## config.mk

```make
export PLATFORM = sky130hd
export DESIGN_NAME = iic_rd_word_packer_flat
export DESIGN_NICKNAME = d
export VERILOG_FILES = /design/src/rtl/iic_rd_word_packer_if.sv /design/src/rtl/iic_rd_word_packer.sv /design/src/flat_wrapper.sv
export SDC_FILE = /design/constraint.sdc
export NUM_CORES = 1
export LEC_CHECK = 0
export BUFFER_PORTS_ARGS = -buffer_cell sky130_fd_sc_hd__buf_2
export CORE_UTILIZATION = 43
export CTS_CLUSTER_SIZE = 12
export DETAILED_ROUTE_END_ITERATION = 10
export PLACE_DENSITY = 0.56
export SLEW_MARGIN = 20
export SYNTH_ARGS = -nofsm -noshare
export SYNTH_HDL_FRONTEND = slang
export SYNTH_SLANG_ARGS = --single-unit
```

## constraint.sdc

```tcl
create_clock -name clock -period 4.25 [get_ports clock]
set_input_delay 0.425 -clock clock [delete_from_list [all_inputs] [get_ports clock]]
set_output_delay 0.425 -clock clock [all_outputs]
set_load 0.03 [all_outputs]
```

## src/rtl/iic_rd_word_packer_if.sv

```systemverilog
// -----------------------------------------------------------------------------
// iic_rd_word_packer_if
// Bundles the two streams around the read-word packer:
//   byte side : byte_vld / byte_ready / byte_data  (I2C master read channel,
//               byte_ready is owned by the read sequencer and only observed)
//   word side : word_vld / word_ready / word_data / word_keep / word_last
// Modports:
//   slave  - the packer (observes bytes, sources words)
//   master - the environment (sources bytes, consumes words)
// -----------------------------------------------------------------------------
interface iic_rd_word_packer_if;
    logic        byte_vld;
    logic        byte_ready;
    logic [7:0]  byte_data;
    logic        word_vld;
    logic        word_ready;
    logic [31:0] word_data;
    logic [3:0]  word_keep;
    logic        word_last;

    modport slave (
        input  byte_vld, byte_ready, byte_data, word_ready,
        output word_vld, word_data, word_keep, word_last
    );

    modport master (
        output byte_vld, byte_ready, byte_data, word_ready,
        input  word_vld, word_data, word_keep, word_last
    );
endinterface

```

## src/rtl/iic_rd_word_packer.sv

```systemverilog
// -----------------------------------------------------------------------------
// iic_rd_word_packer
// Snoops accepted I2C read bytes, packs them into 32-bit words and buffers the
// words in a small FIFO presented to a host as a valid/ready stream.
//
// Ports:
//   clock, rst_n  - clock and synchronous active-low reset
//   start         - one-cycle pulse, begins a transaction (accepted in IDLE)
//   burst_len     - bytes expected, latched on an accepted start
//   bus (slave)   - byte snoop inputs and word stream outputs
//   busy          - transaction in progress
//   done          - one-cycle pulse once the transaction is fully drained
//   overflow      - sticky, a packed word was dropped on a full FIFO
//
// Build option: define IIC_PACK_BIG_ENDIAN_EN to place byte k of a word in
// bits [31-8k:24-8k] (keep[3-k]); default is little-endian.
//
// state   | meaning
// --------+-----------------------------------------------------------------
// IDLE    | waiting for start; bytes ignored
// COLLECT | capturing bytes, pushing a word per 4 bytes or on the final byte
// DRAIN   | all bytes captured; waiting for the FIFO to empty, then done
// -----------------------------------------------------------------------------
module iic_rd_word_packer #(
    parameter int DEPTH = 8,
    parameter int LEN_W = 24
) (
    input  logic                clock,
    input  logic                rst_n,
    input  logic                start,
    input  logic [LEN_W-1:0]    burst_len,
    iic_rd_word_packer_if.slave bus,
    output logic                busy,
    output logic                done,
    output logic                overflow
);
    localparam int AW = $clog2(DEPTH);
    localparam logic [AW:0]      FULL_CNT = (AW+1)'(DEPTH);
    localparam logic [AW:0]      CNT_ONE  = (AW+1)'(1);
    localparam logic [AW-1:0]    PTR_ONE  = AW'(1);
    localparam logic [LEN_W-1:0] LEN_ONE  = LEN_W'(1);

    typedef enum logic [1:0] {
        IDLE    = 2'd0,
        COLLECT = 2'd1,
        DRAIN   = 2'd2
    } state_t;

    state_t           state_q,  state_d;
    logic [LEN_W-1:0] len_q,    len_d;
    logic [LEN_W-1:0] cnt_q,    cnt_d;
    logic [1:0]       lane_q,   lane_d;
    logic [31:0]      pack_q,   pack_d;
    logic [3:0]       keep_q,   keep_d;
    logic [AW-1:0]    wr_ptr_q, wr_ptr_d;
    logic [AW-1:0]    rd_ptr_q, rd_ptr_d;
    logic [AW:0]      count_q,  count_d;
    logic             done_q,   done_d;
    logic             ovf_q,    ovf_d;

    logic [31:0] fifo_data_q [DEPTH];
    logic [3:0]  fifo_keep_q [DEPTH];
    logic        fifo_last_q [DEPTH];

    logic        empty;
    logic        full;
    logic        pop;
    logic        capture;
    logic        final_byte;
    logic        push;
    logic        wr_en;
    logic [4:0]  shift;
    logic [3:0]  lane_bit;
    logic [31:0] word_next;
    logic [3:0]  keep_next;

    always_comb begin
        empty      = (count_q == '0);
        full       = (count_q == FULL_CNT);
        pop        = !empty && bus.word_ready;
        capture    = bus.byte_vld && bus.byte_ready && (state_q == COLLECT);
        final_byte = ((cnt_q + LEN_ONE) == len_q);

`ifdef IIC_PACK_BIG_ENDIAN_EN
        // ~lane gives 3-lane, so the shift is 24-8*lane
        shift    = {~lane_q, 3'b000};
        lane_bit = 4'b1000 >> lane_q;
`else
        shift    = {lane_q, 3'b000};
        lane_bit = 4'b0001 << lane_q;
`endif

        // Word as it stands including the byte on the bus this cycle; this is
        // what gets written when the push happens on the same edge.
        word_next = pack_q | ({24'd0, bus.byte_data} << shift);
        keep_next = keep_q | lane_bit;

        push  = capture && ((lane_q == 2'd3) || final_byte);
        // A simultaneous pop frees the slot, so a full FIFO still accepts.
        wr_en = push && (!full || pop);

        state_d  = state_q;
        len_d    = len_q;
        cnt_d    = cnt_q;
        lane_d   = lane_q;
        pack_d   = pack_q;
        keep_d   = keep_q;
        wr_ptr_d = wr_ptr_q;
        rd_ptr_d = rd_ptr_q;
        count_d  = count_q;
        done_d   = 1'b0;
        ovf_d    = ovf_q;

        case (state_q)
            IDLE: begin
                if (start) begin
                    cnt_d  = '0;
                    lane_d = '0;
                    pack_d = '0;
                    keep_d = '0;
                    ovf_d  = 1'b0;
                    if (burst_len != '0) begin
                        state_d = COLLECT;
                        len_d   = burst_len;
                    end else begin
                        done_d = 1'b1;
                    end
                end
            end
            COLLECT: begin
                if (capture) begin
                    cnt_d = cnt_q + LEN_ONE;
                    if (push) begin
                        pack_d = '0;
                        keep_d = '0;
                        lane_d = '0;
                        if (!wr_en) begin
                            ovf_d = 1'b1;
                        end
                    end else begin
                        pack_d = word_next;
                        keep_d = keep_next;
                        lane_d = lane_q + 2'd1;
                    end
                    if (final_byte) begin
                        state_d = DRAIN;
                    end
                end
            end
            DRAIN: begin
                if (empty || ((count_q == CNT_ONE) && pop)) begin
                    state_d = IDLE;
                    done_d  = 1'b1;
                end
            end
            default: state_d = IDLE;
        endcase

        if (wr_en) begin
            wr_ptr_d = wr_ptr_q + PTR_ONE;
        end
        if (pop) begin
            rd_ptr_d = rd_ptr_q + PTR_ONE;
        end
        case ({wr_en, pop})
            2'b10:   count_d = count_q + CNT_ONE;
            2'b01:   count_d = count_q - CNT_ONE;
            default: count_d = count_q;
        endcase
    end

    always_ff @(posedge clock) begin
        if (!rst_n) begin
            state_q  <= IDLE;
            len_q    <= '0;
            cnt_q    <= '0;
            lane_q   <= '0;
            pack_q   <= '0;
            keep_q   <= '0;
            wr_ptr_q <= '0;
            rd_ptr_q <= '0;
            count_q  <= '0;
            done_q   <= 1'b0;
            ovf_q    <= 1'b0;
        end else begin
            state_q  <= state_d;
            len_q    <= len_d;
            cnt_q    <= cnt_d;
            lane_q   <= lane_d;
            pack_q   <= pack_d;
            keep_q   <= keep_d;
            wr_ptr_q <= wr_ptr_d;
            rd_ptr_q <= rd_ptr_d;
            count_q  <= count_d;
            done_q   <= done_d;
            ovf_q    <= ovf_d;
        end
    end

    // Storage is not reset; the head outputs are masked while empty instead.
    always_ff @(posedge clock) begin
        if (rst_n && wr_en) begin
            fifo_data_q[wr_ptr_q] <= word_next;
            fifo_keep_q[wr_ptr_q] <= keep_next;
            fifo_last_q[wr_ptr_q] <= final_byte;
        end
    end

    assign bus.word_vld  = !empty;
    assign bus.word_data = empty ? 32'd0 : fifo_data_q[rd_ptr_q];
    assign bus.word_keep = empty ? 4'd0  : fifo_keep_q[rd_ptr_q];
    assign bus.word_last = empty ? 1'b0  : fifo_last_q[rd_ptr_q];
    assign busy          = (state_q != IDLE);
    assign done          = done_q;
    assign overflow      = ovf_q;

endmodule

```

## src/flat_wrapper.sv

```systemverilog
// flat-port wrapper written by rule: the top's interface ports become plain ports
module iic_rd_word_packer_flat 
#(
    parameter int DEPTH = 8,
    parameter int LEN_W = 24
)
  (clock, rst_n, start, burst_len, busy, done, overflow, bus_byte_vld, bus_byte_ready, bus_byte_data, bus_word_ready, bus_word_vld, bus_word_data, bus_word_keep, bus_word_last);
  iic_rd_word_packer_if bus_i ();
  input  logic clock;
  input  logic rst_n;
  input  logic start;
  input  logic [LEN_W-1:0] burst_len;
  output logic busy;
  output logic done;
  output logic overflow;
  input wire logic [$bits(bus_i.byte_vld)-1:0] bus_byte_vld;
  input wire logic [$bits(bus_i.byte_ready)-1:0] bus_byte_ready;
  input wire logic [$bits(bus_i.byte_data)-1:0] bus_byte_data;
  input wire logic [$bits(bus_i.word_ready)-1:0] bus_word_ready;
  output wire logic [$bits(bus_i.word_vld)-1:0] bus_word_vld;
  output wire logic [$bits(bus_i.word_data)-1:0] bus_word_data;
  output wire logic [$bits(bus_i.word_keep)-1:0] bus_word_keep;
  output wire logic [$bits(bus_i.word_last)-1:0] bus_word_last;
  assign bus_i.byte_vld = bus_byte_vld;
  assign bus_i.byte_ready = bus_byte_ready;
  assign bus_i.byte_data = bus_byte_data;
  assign bus_i.word_ready = bus_word_ready;
  assign bus_word_vld = bus_i.word_vld;
  assign bus_word_data = bus_i.word_data;
  assign bus_word_keep = bus_i.word_keep;
  assign bus_word_last = bus_i.word_last;
  iic_rd_word_packer #(.DEPTH(DEPTH), .LEN_W(LEN_W)) u_core (.clock(clock), .rst_n(rst_n), .start(start), .burst_len(burst_len), .bus(bus_i), .busy(busy), .done(done), .overflow(overflow));
endmodule
```

Word level (Yosys, flattened, before mapping)
Memories as Yosys holds them, arrays and structs flattened. A register that Yosys moved wholly into a read port is not among the register bits.
Index checks and enable logic that the tools add are counted.

cells by class
  reduce and logical (&&, ||, !) cells = 22
  muxes and demuxes = 42
  shift operators = 2
  bitwise gates (word level) = 2
  equal/unequal tests = 15
  add/subtract/negate cells = 6

operator list
  cell                     number
  $mux W32                 4
  $pmux W32 S2             1
  $mux W24                 2
  $pmux W24 S2             1
  $or A32 B32 Y32          1
  $shl A8 B5 Y32           1
  $add A24 B1 Y24 const B  1
  $eq A24 B24 Y1           1
  $reduce_bool A24 Y1      1
  $mux W3                  6
  $mux W2                  8
  $mux W4                  4
  $pmux W4 S2              2
  $mux W1                  10
  $ne A2 B1 Y1 const B     5
  $reduce_and A5 Y1        2
  $logic_and A1 B1 Y1      7
  $add A3 B1 Y3 const B    2
  $eq A2 B2 Y1 const B     3
  $pmux W2 S3              1
  $reduce_and A3 Y1        2
  $reduce_bool A2 Y1       3
  $add A4 B1 Y4 const B    1
  $eq A2 B1 Y1 const B     2
  other kinds (13)         18

storage, ports and cells
  bits in registers = 100
  input bits = 38
  memories = 3
  bits in writable memories = 296
  output and inout bits = 41

memory list
  name                words  bits a word  rd ports  clocked after Yosys merged registers in  write ports  RTL line                  RTL
  u_core.fifo_data_q  8      32           1         1                                        1            iic_rd_word_packer.sv:61  logic [31:0] fifo_data_q [DEPTH];
  u_core.fifo_keep_q  8      4            1         1                                        1            iic_rd_word_packer.sv:62  logic [3:0] fifo_keep_q [DEPTH];
  u_core.fifo_last_q  8      1            1         1                                        1            iic_rd_word_packer.sv:63  logic fifo_last_q [DEPTH];

Logic depth before layout (Yosys ltp)
Gate-level depths: netlist of the first run.

  depth after elaboration = 9
  depth in mapped cells = 16
  mapped depth without buffers = 14

Least setup slack after synthesis of the first run
Ideal clock, no wire load.

  path kind = reg-to-reg
  start point = reg u_core.cnt_q[0]
  end point = mem u_core.fifo_data_q[5][0] (enable)
  path slack = 0.389 ns
  buffers on the path = 2
  stages on the path, launching flop included = 12
  library setup time = 0.397 ns
  clock period less this slack = 3.861 ns
  data arrival time = 3.464 ns
  required time = 3.853 ns
  cells stage by stage = dfxtp_1 > ha_1 > nand3_2 > buf_2 > o32ai_2 > o221ai_1 > a2111oi_2 > nor4b_4 > a21oi_4 > nor2_1 > buf_2 > and4_1

on the way
  cells in the longest elaborated chain, start to end = 8

RTL lines
  element                        RTL line                   RTL
  from (decl)                    iic_rd_word_packer.sv:51   logic [LEN_W-1:0] cnt_q, cnt_d;
  from (signal assigned)         iic_rd_word_packer.sv:188  cnt_q <= cnt_d;
  $add A24 B1 Y24                iic_rd_word_packer.sv:82   final_byte = ((cnt_q + LEN_ONE) == len_q);
  $eq A24 B24 Y1                 iic_rd_word_packer.sv:82
  $logic_or A1 B1 Y1             iic_rd_word_packer.sv:98   push = capture && ((lane_q == 2'd3) || final_byte);
  $logic_and A1 B1 Y1            iic_rd_word_packer.sv:98
  $logic_and A1 B1 Y1            iic_rd_word_packer.sv:100  wr_en = push && (!full || pop);
  $logic_and A1 B1 Y1            iic_rd_word_packer.sv:202  if (rst_n && wr_en) begin
  $mux W1                        iic_rd_word_packer.sv:202
  $mux W1 (implied by the code)  iic_rd_word_packer.sv:203  fifo_data_q[wr_ptr_q] <= word_next;
  to (decl)                      iic_rd_word_packer.sv:61

Every way passes these cells.

Worst setup path after layout of the first run
  start point = reg u_core.cnt_q[0]
  end point = mem u_core.fifo_keep_q[3][0] (enable)

on the way
  cells in the longest elaborated chain, start to end = 8

RTL lines
  element                        RTL line                   RTL
  $add A24 B1 Y24                iic_rd_word_packer.sv:82
  $eq A24 B24 Y1                 iic_rd_word_packer.sv:82
  $logic_or A1 B1 Y1             iic_rd_word_packer.sv:98
  $logic_and A1 B1 Y1            iic_rd_word_packer.sv:98
  $logic_and A1 B1 Y1            iic_rd_word_packer.sv:100
  $logic_and A1 B1 Y1            iic_rd_word_packer.sv:202
  $mux W1                        iic_rd_word_packer.sv:202
  $mux W1 (implied by the code)  iic_rd_word_packer.sv:204  fifo_keep_q[wr_ptr_q] <= keep_next;
  to (decl)                      iic_rd_word_packer.sv:62

Every way passes these cells.

==> results.py, run 1 <==
metrics = {
    "finish": {
        "n_antenna_cell": 0,
        "fin_util": 0.5009,
        "nets": 1270,
        "final-instance-count-excl-fill": 1761,
        "drive_gt1_frac": 0.2080,
        "area_growth_pct": 13.93,
    },
    "floorplan": {
        "placementRows": 71,
        "core_um2": 37840,
        "die_h_um": 198.7,
        "die-width_um": 198.7,
        "start_util": 0.4397,
        "io_pins": 79,
        "die_area_um2": 39490,
    },
    "worst_setup_path": {
        "cp_num_cells": 11,
        "cpMaxStageDelayCell": "nor4_4",
        "crit_type": "flop to flop",
        "end_kind": "flop",
        "cp.arrival_ns": 3.83,
        "cpPeakStageDelay_ns": 0.59,
        "crit_path_frequent_cell": "buf_4",
        "critPathMaxFanout": 21,
        "crit_family": "simple AND/OR/NAND/NOR gates",
        "crit_required_ns": 4.44,
        "r2r_cells": 11,
        "worst-path-buf-inv": 2,
        "critPathLaunchType": "flop",
        "crit_chain": "ha_1 -> nand3_2 -> nor4_4 -> and3_1 -> a31oi_1 -> nor4_2 -> a21oi_4 -> nor2_1 -> buf_4 -> and3b_2 -> buf_4",
    },
    "logic_synthesis": {
        "ys_seq_area_frac": 0.6581,
        "synthCells": 1144,
        "synth_top_area_frac": 0.5342,
        "postSynthAreaPerCell_um2": 14.55,
        "synth_edf_count": 296,
        "ys_seq_elements": 399,
        "syn_area_um2": 16640,
        "syn_nets": 1193,
        "ys_dominant_reg_cell": "edfxtp_1",
        "synth_async_sr_flop_share": 0,
        "synth_area_leaders": "edfxtp_1 53%, dfxtp_1 12%, mux4_2 10%",
        "synth.largest_area_cell": "edfxtp_1",
        "synth_cell_types": 66,
        "ys_warn_count": 0,
    },
    "cts": {
        "cts-resized-gates": 0,
        "postCtsSetupBuffers": 0,
        "cts_max_level": 2,
        "cts_buffer_depth": 3,
        "cts_root_buffer": "clkbuf_16",
        "cts-buffers-inserted": 42,
        "postCtsHoldBufs": 0,
        "clk_pin_slew_ns": 0.06,
        "cts.sinks": 399,
        "cts_tree": "yes",
        "worst_skew_pair.late_latency_ns": 0.53,
    },
    "placement": {
        "io_buffers": 78,
        "hpwl_um": 21400,
        "dp.cells": 1687,
        "routabilityCongestion": 0.7965,
        "dp_worst_setup_slack_ns": 0.5710,
    },
    "route": {
        "postRouteAntennaNets": 0,
        "vias": 9479,
        "via_per_inst": 5.383,
        "drtIter0Drc": 573,
        "drt_first_pass_iters": 5,
        "wl_um": 35350,
        "wire_per_inst_um": 20.07,
        "drc": 0,
    },
    "min_path": {
        "min_path_type": "input port to flop",
        "whs_path_depth": 3,
    },
    "grt": {
        "antenna_found_initial": 0,
        "grt_pass1_vias": 9445,
        "overflow": 0,
        "grt_use_total": 0.1837,
        "grt_max_degree": 63,
        "grt_pass1_wl_um": 54890,
    },
    "timing": {
        "period_minus_slack_ns": 3.647,
        "finClkSkew_ns": 0.01555,
        "setup_ws_ns": 0.6031,
        "finalSetupViolations": 0,
        "grt_setup_unrepaired": "false",
        "fin_crit_sh": 0.8581,
        "slew_violations": 0,
        "setup_tns_ns": 0,
        "hold_viol": 0,
        "clock.fmax_mhz": 274.2,
        "tightest_slew_ns": 0.8137,
        "slew_headroom": 0.4575,
    },
    "pwr": {
        "power_leakage_nw": 6.645,
        "p_sw_mw": 2.398,
        "power.internal_mw": 6.725,
        "switching_share": 0.2629,
        "vdd_drop_max_mv": 0.2303,
        "powerDensity_nw_per_um2": 481.2,
        "power_frac_clock": 0.364,
        "seq_power_share": 0.471,
        "power_frac_comb": 0.165,
    },
    "status": {
        "status": "completed",
    },
    "job": {
        "cap_violations": 0,
    },
}
==> worst register-to-register path: cells and delay by family (launching register included) <==
kind	cells	cell delay, ns
DFF	1	0.48
and+or+nand+nor	6	1.76
buffers and inverters	2	0.51
adders and majority gates	1	0.30
AOI/OAI and AO/OA	2	0.26
==> stage by stage <==
step	total power, mW	area (um2)	hold slack [ns]
after global placement	5.912	17700	0.4134
after global routing	9.493	18960	0.1442
after floorplan	5.480	16640	0.4050
after CTS	9.247	18930	0.1116
final	9.123	18960	0.1377
after detailed placement	5.916	17700	0.4143
==> worst paths after layout <==
| check | slack [ns] | startpoint | end |
|---|---|---|---|
| setup / recovery | 0.60 | u_core.cnt_q[0] | u_core.fifo_keep_q[3][0] |
| hold / removal | 0.14 | burst_len[10] | u_core.len_q[10] |
| setup reg to reg | 0.60 | u_core.cnt_q[0] | u_core.fifo_keep_q[3][0] |
| hold reg to reg | 0.42 | u_core.keep_q[3] | u_core.keep_q[3] |
==> registers in the layout (all words and copies together), names as in the netlist, named ones only <==
name and cells:
u_core.count_q 4, u_core.cnt_q 24, u_core.len_q 24, u_core.keep_q 4, u_core.wr_ptr_q 3, u_core.fifo_keep_q 32, u_core.rd_ptr_q 3, u_core.pack_q 32
u_core.fifo_data_q 256, u_core.state_q 2, u_core.done 1, u_core.overflow 1, u_core.fifo_last_q 8, u_core.lane_q 2
==> cells in the final DEF, fill, tap and decap left out, types with 20 or more instances in the layout <==
cell | synthesis | routed
a21o_1 | 34 | 34
a21oi_1 | 61 | 61
buf_2 | 10 | 78
clkbuf_16 | 0 | 43
dfxtp_1 | 103 | 100
edfxtp_1 | 296 | 296
mux2i_1 | 66 | 66
mux4_2 | 74 | 74
nand2_1 | 107 | 107
nor2_1 | 107 | 105
xnor2_1 | 20 | 20
==> routing by layer <==
| layer | routed length, um | track usage |
|---|---|---|
| met5 | 0 | 0 |
| met4 | 636 | 0.04729 |
| met3 | 1331 | 0.02764 |
| met1 | 16010 | 0.2479 |
| met2 | 17370 | 0.3107 |
==> synthesized netlist by cell type (all sizes together), types with 7 or more instances <==
library cell and count:
edfxtp 296, nand2 108, nor2 107, dfxtp 103
mux4 74, mux2i 66, a21oi 62, clkbuf 42
a21o 34, buf 26, xnor2 20, o21ai 19
nor4 18, xor2 17, nand3 15, and3 12
nor3 12, ha 11, inv 10, nand4 10
and4 7
==> cell type report <==
type                       instances  area [um2]
inverter                          10       37.54
clock inverter                    12       60.06
tap                              511       639.4
timing repair buffer             101       683.2
multi-input combinational        667        5404
sequential                       399       10960
clock buffer                      61        1174
fill                            3259       18890
==> kinds of logic after synthesis <==
kind of cell | after synthesis | share of synthesized area
AO/OA/AOI/OAI | 151 | 0.05812
XOR/XNOR | 37 | 0.01948
adder cells (fa/ha/maj) | 11 | 0.008271
buffers and inverters | 78 | 0.01842
flip-flops | 399 | 0.6581
multiplexers | 140 | 0.1399
AND/OR/NAND/NOR | 328 | 0.09775
==> power groups by stage <==
stage | Sequential (mW) | Clock, mW | Combinational (mW)
after floorplan | 4.29 | 0 | 1.19
after global placement | 4.38 | 0 | 1.53
after detailed placement | 4.38 | 0 | 1.53
after CTS | 4.30 | 3.41 | 1.53
after global routing | 4.31 | 3.55 | 1.63
final | 4.29 | 3.33 | 1.50
(Power assumes the default switching activity.)
==> run 2: changes to the inputs <==
Settings changed: CTS_BUF_LIST from default to sky130_fd_sc_hd__clkbuf_8 sky130_fd_sc_hd__clkbuf_16.
==> results.py, run 2 (synthesis results as in run 1) <==
metrics = {
    "timing": {
        "fin_crit_sh": 0.8593,
        "slew_headroom": 0.4543,
        "hold_viol": 0,
        "setup_tns_ns": 0,
        "finClkSkew_ns": 0.01512,
        "finalSetupViolations": 0,
        "period_minus_slack_ns": 3.652,
        "clock.fmax_mhz": 273.8,
        "grt_setup_unrepaired": "false",
        "slew_violations": 0,
        "tightest_slew_ns": 0.8157,
        "worst_hold_slack_ns": 0.1370,
    },
    "grt": {
        "overflow": 0,
        "grt_pass1_vias": 9454,
        "antenna_found_initial": 0,
        "grt_pass1_wl_um": 54910,
        "grt_max_degree": 63,
        "grt_use_total": 0.1837,
    },
    "route": {
        "vias": 9518,
        "wire_per_inst_um": 20.12,
        "postRouteAntennaNets": 0,
        "drc": 0,
        "drtIter0Drc": 588,
        "wl_um": 35430,
        "drt_first_pass_iters": 5,
        "via_per_inst": 5.405,
    },
    "status": {
        "status": "completed",
    },
    "min_path": {
        "hp-start": "burst_len[12]",
        "min_path_type": "input port to flop",
        "whs_path_depth": 3,
        "whs_endpoint": "u_core.len_q[12]",
    },
    "cts": {
        "cts_buffer_depth": 3,
        "cts_tree": "yes",
        "cts_root_buffer": "clkbuf_16",
        "postCtsHoldBufs": 0,
        "cts-buffers-inserted": 42,
        "cts_max_level": 2,
        "postCtsSetupBuffers": 0,
        "clk_pin_slew_ns": 0.06,
        "worst_skew_pair.late_latency_ns": 0.53,
        "cts-resized-gates": 0,
        "cts.sinks": 399,
    },
    "worst_setup_path": {
        "r2r_cells": 11,
        "end_kind": "flop",
        "r2r_slack_ns": 0.60,
        "cp.arrival_ns": 3.86,
        "reg2reg_to": "u_core.fifo_data_q[1][25]",
        "r2r_start": "u_core.cnt_q[0]",
        "crit_chain": "ha_1 -> nand3_2 -> o32ai_2 -> o221ai_1 -> a2111oi_2 -> nor4b_4 -> a21oi_4 -> nor2_1 -> buf_4 -> and4b_2 -> buf_12",
        "crit_required_ns": 4.46,
        "cpPeakStageDelay_ns": 0.48,
        "critPathMaxFanout": 37,
        "critPathLaunchType": "flop",
        "crit_type": "flop to flop",
        "cpMaxStageDelayCell": "dfxtp_1",
    },
    "finish": {
        "top_regs": "u_core.fifo_data_q: 256 flops, u_core.fifo_keep_q: 32 flops, u_core.pack_q: 32 flops",
        "area_growth_pct": 13.93,
        "layout_commonest_cell": "edfxtp_1",
        "fin_area_um2": 18960,
        "n_antenna_cell": 0,
        "largest_reg_flops": 256,
        "final_cell_mix": "296 x edfxtp_1, 107 x nand2_1, 105 x nor2_1",
        "regMostFlops": "u_core.fifo_data_q",
        "fillers": 3259,
        "fin_util": 0.5009,
        "drive_gt1_frac": 0.2080,
        "nets": 1270,
        "final-instance-count-excl-fill": 1761,
    },
    "pwr": {
        "powerDensity_nw_per_um2": 479.7,
        "power_frac_comb": 0.166,
        "switching_share": 0.2645,
        "vdd_drop_max_mv": 0.2300,
        "power.internal_mw": 6.688,
        "power_leakage_nw": 6.707,
        "power_frac_clock": 0.362,
        "p_sw_mw": 2.405,
        "seq_power_share": 0.472,
    },
    "floorplan": {
        "core_um2": 37840,
        "die-width_um": 198.7,
        "io_pins": 79,
        "die_area_um2": 39490,
        "die_h_um": 198.7,
        "start_util": 0.4397,
        "placementRows": 71,
    },
    "placement": {
        "hpwl_um": 21400,
        "io_buffers": 78,
        "routabilityCongestion": 0.7965,
        "placed_cell_area_um2": 17700,
        "dp.cells": 1687,
    },
    "job": {
        "cap_violations": 0,
    },
}
## run 2: layout make-up
cell class              instances  area [um2]  area share
repair buffers                101       683.2     0.03604
clock inverters                27       116.4    0.006138
clock buffers                  46        1117     0.05894
well taps                     511       639.4     0.03373
inverters                      10       37.54    0.001980
flip-flops and latches        399       10960      0.5781
multi-input cells             667        5404      0.2851
## run 2: critical path: cells and delay by family, from the launching register on
kind                       cells  cell delay [ns]
AOI/OAI and AO/OA              4             1.04
and+or+nand+nor                4             1.02
DFF                            1             0.48
buffers and inverters          2             0.44
adders and majority gates      1             0.30
## run 2: worst max path at each step
| stage | from | to | slack [ns] | depth (start not counted) |
|---|---|---|---|---|
| 2_1_floorplan | u_core.cnt_q[0] | u_core.fifo_data_q[5][0] | 0.39 | 11 |
| 3_3_place_gp | u_core.cnt_q[0] | u_core.fifo_data_q[3][22] | 0.67 | 11 |
| 3_5_place_dp | u_core.cnt_q[0] | u_core.fifo_data_q[1][12] | 0.57 | 11 |
| 4_1_cts | u_core.cnt_q[0] | u_core.fifo_data_q[3][23] | 0.54 | 11 |
| 5_1_grt | u_core.cnt_q[0] | u_core.count_q[2] | 0.29 | 12 |
| 6_report | u_core.cnt_q[0] | u_core.fifo_data_q[1][25] | 0.60 | 11 |
## run 2: stage by stage
| step | power [mW] | setup slack [ns] |
|---|---|---|
| floorplan | 5.480 | 0.3889 |
| global placement | 5.912 | 0.6676 |
| detailed placement | 5.916 | 0.5710 |
| CTS | 9.214 | 0.5421 |
| global route | 9.460 | 0.2932 |
| finish | 9.094 | 0.5978 |
## run 2: power by group through the flow
stage,Sequential (mW),Clock [mW],Combinational (mW)
6_report,4.29,3.29,1.51
5_1_grt,4.31,3.52,1.63
4_1_cts,4.30,3.38,1.53
3_5_place_dp,4.38,0,1.53
3_3_place_gp,4.38,0,1.53
2_1_floorplan,4.29,0,1.19
## run 2: layer usage
metal	GRT usage	part of all wire
met3	0.02764	0.035
met2	0.3105	0.49
met5	0	0
met4	0.04729	0.018
met1	0.2481	0.46
==> run 3: changes to the inputs <==
Settings changed: GPL_ROUTABILITY_DRIVEN from default to 0, MAX_ROUTING_LAYER from default to met4, PLACE_DENSITY 0.56 to 0.58.
Clock period 4.25 ns to 3.3 ns, I/O delays scaled along.
==> results.py, run 3 (synthesis results as in run 1) <==
metrics = {
    "status": {
        "status": "completed",
    },
    "route": {
        "wire_per_inst_um": 20.46,
        "via_per_inst": 5.377,
        "vias": 9775,
        "wl_um": 37200,
        "drtIter0Drc": 643,
        "drc": 0,
        "postRouteAntennaNets": 0,
        "drt_first_pass_iters": 5,
    },
    "timing": {
        "slew_violations": 0,
        "finClkSkew_ns": 0.02133,
        "tightest_slew_ns": 0.9539,
        "period_minus_slack_ns": 3.121,
        "finalSetupViolations": 0,
        "slew_headroom": 0.3617,
        "hold_viol": 0,
        "setup_ws_ns": 0.1787,
        "clock.fmax_mhz": 320.4,
        "fin_crit_sh": 0.9458,
    },
    "worst_setup_path": {
        "cpMaxStageDelayCell": "or4_4",
        "critPathMaxFanout": 6,
        "cpPeakStageDelay_ns": 0.63,
        "critPathLaunchType": "flop",
        "crit_chain": "nand4_1 -> or4_4 -> a311oi_1 -> a21oi_1 -> nor4_2 -> a21oi_4 -> nor2_2 -> inv_1 -> ha_2 -> or3_1 -> a21oi_1",
        "crit_path_frequent_cell": "a21oi_1",
        "r2r_slack_ns": 0.18,
        "reg2reg_to": "u_core.count_q[2]",
        "r2r_start": "u_core.cnt_q[12]",
        "r2r_cells": 11,
        "crit_type": "flop to flop",
        "cp.arrival_ns": 3.61,
        "end_kind": "flop",
        "crit_required_ns": 3.79,
        "critical_path.startpoint": "u_core.cnt_q[12]",
    },
    "placement": {
        "hpwl_um": 23400,
        "dp_worst_setup_slack_ns": -0.003550,
        "placed_cell_area_um2": 18110,
        "io_buffers": 78,
    },
    "finish": {
        "nets": 1321,
        "layout_commonest_cell": "edfxtp_1",
        "fillers": 3216,
        "top_regs": "u_core.fifo_data_q: 256 flops, u_core.fifo_keep_q: 32 flops, u_core.pack_q: 32 flops",
        "final_cell_mix": "296 x edfxtp_1, 107 x nand2_1, 103 x nor2_1",
        "fin_area_um2": 19800,
        "largest_reg_flops": 256,
        "area_growth_pct": 18.98,
        "n_antenna_cell": 0,
        "regMostFlops": "u_core.fifo_data_q",
        "drive_gt1_frac": 0.2487,
    },
    "grt": {
        "overflow": 0,
        "grt_max_degree": 63,
        "grt_use_total": 0.1977,
        "grt_pass1_vias": 9745,
        "grt_pass1_wl_um": 56700,
        "antenna_found_initial": 0,
    },
    "floorplan": {
        "die_h_um": 198.7,
        "io_pins": 79,
        "die-width_um": 198.7,
        "die_area_um2": 39490,
        "core_um2": 37840,
        "placementRows": 71,
        "start_util": 0.4397,
    },
    "cts": {
        "cts_max_level": 2,
        "cts.sinks": 399,
        "cts_tree": "yes",
        "worst_skew_pair.late_latency_ns": 0.57,
        "clk_pin_slew_ns": 0.06,
        "cts-buffers-inserted": 44,
        "cts_root_buffer": "clkbuf_16",
        "cts_buffer_depth": 3,
    },
    "min_path": {
        "min_path_type": "input port to flop",
        "hp-start": "burst_len[13]",
        "whs_path_depth": 3,
        "whs_endpoint": "u_core.len_q[13]",
    },
    "pwr": {
        "seq_power_share": 0.446,
        "powerDensity_nw_per_um2": 623.4,
        "finalPower_mw": 12.34,
        "power_frac_comb": 0.164,
        "power_leakage_nw": 7.089,
        "power.internal_mw": 9.084,
        "p_sw_mw": 3.257,
        "switching_share": 0.2639,
        "vdd_drop_max_mv": 0.3803,
        "power_frac_clock": 0.391,
    },
    "job": {
        "cap_violations": 0,
    },
}
[run 3: changes by cell type in the layout (fill, tap and decap cells not counted), moves of 4 or more]
cell and delta:
dfxtp_1 -10, dlygate4sd3_1 +12, clkbuf_16 +4, buf_4 +25
buf_12 +10, dfxtp_2 +7
[run 3: layout make-up]
cell class | instances | area [um2] | share of cell area
Inverter | 10 | 37.54 | 0.001896
Clock inverter | 32 | 251.5 | 0.01270
Multi-Input combinational cell | 667 | 5483 | 0.2769
Tap cell | 511 | 639.4 | 0.03229
Clock buffer | 49 | 1192 | 0.06023
Sequential cell | 399 | 10980 | 0.5546
Timing Repair Buffer | 150 | 1215 | 0.06137
[run 3: worst max path at each step]
stage,to,slack (ns),cells past startpoint
final,u_core.count_q[2],0.18,11
after detailed placement,u_core.count_q[2],-0.004,12
after floorplan,u_core.fifo_data_q[3][0],0.02,11
after global placement,u_core.count_q[2],0.09,12
after global routing,u_core.count_q[2],-0.004,12
after CTS,u_core.count_q[2],0.008,13
[run 3: power groups by stage]
stage	clock, mW	combinational [mW]	sequential, mW
after global placement	0	2.03	5.61
final	4.82	2.02	5.50
after detailed placement	0	2.03	5.61
after floorplan	0	1.53	5.53
after global routing	5.11	2.18	5.51
after CTS	4.94	2.05	5.51
[run 3: timing repair]
action | in CTS | in global routing
buffers inserted | 0 | 1
hold buffers | 12 | 0
endpoints found under the hold margin | 12 | 0
pin swaps | 1 | 7
setup endpoints to repair | 10 | 299
cloned | 0 | 1
gates resized for setup | 0 | 25
[run 3: through the flow]
step | util | hold slack (ns) | setup TNS, ns | instances
2_1_floorplan | - | 0.4050 | 0 | 1144
3_3_place_gp | 0.4785 | 0.4152 | 0 | 1723
3_5_place_dp | 0.4785 | 0.4176 | -0.003550 | 1723
4_1_cts | 0.5199 | 0.0008102 | 0 | 1816
5_1_grt | 0.5231 | 0.01736 | -0.003689 | 1818
6_report | 0.5231 | 0.02371 | 0 | 1818
[run 3: metal layers]
metal,vias up,global-route usage,part of all wire
met5,-,-,0
met4,0,0.04758,0.016
met3,51,0.03289,0.043
met2,198,0.3267,0.50
met1,4906,0.2549,0.44
li1,4620,-,-
[run 3: critical path: cells and delay by family, from the launching register on]
kind | cells | cell delay [ns]
adders and majority gates | 1 | 0.32
DFF | 1 | 0.38
AOI/OAI and AO/OA | 4 | 0.59
buffers and inverters | 1 | 0.06
and+or+nand+nor | 5 | 1.70
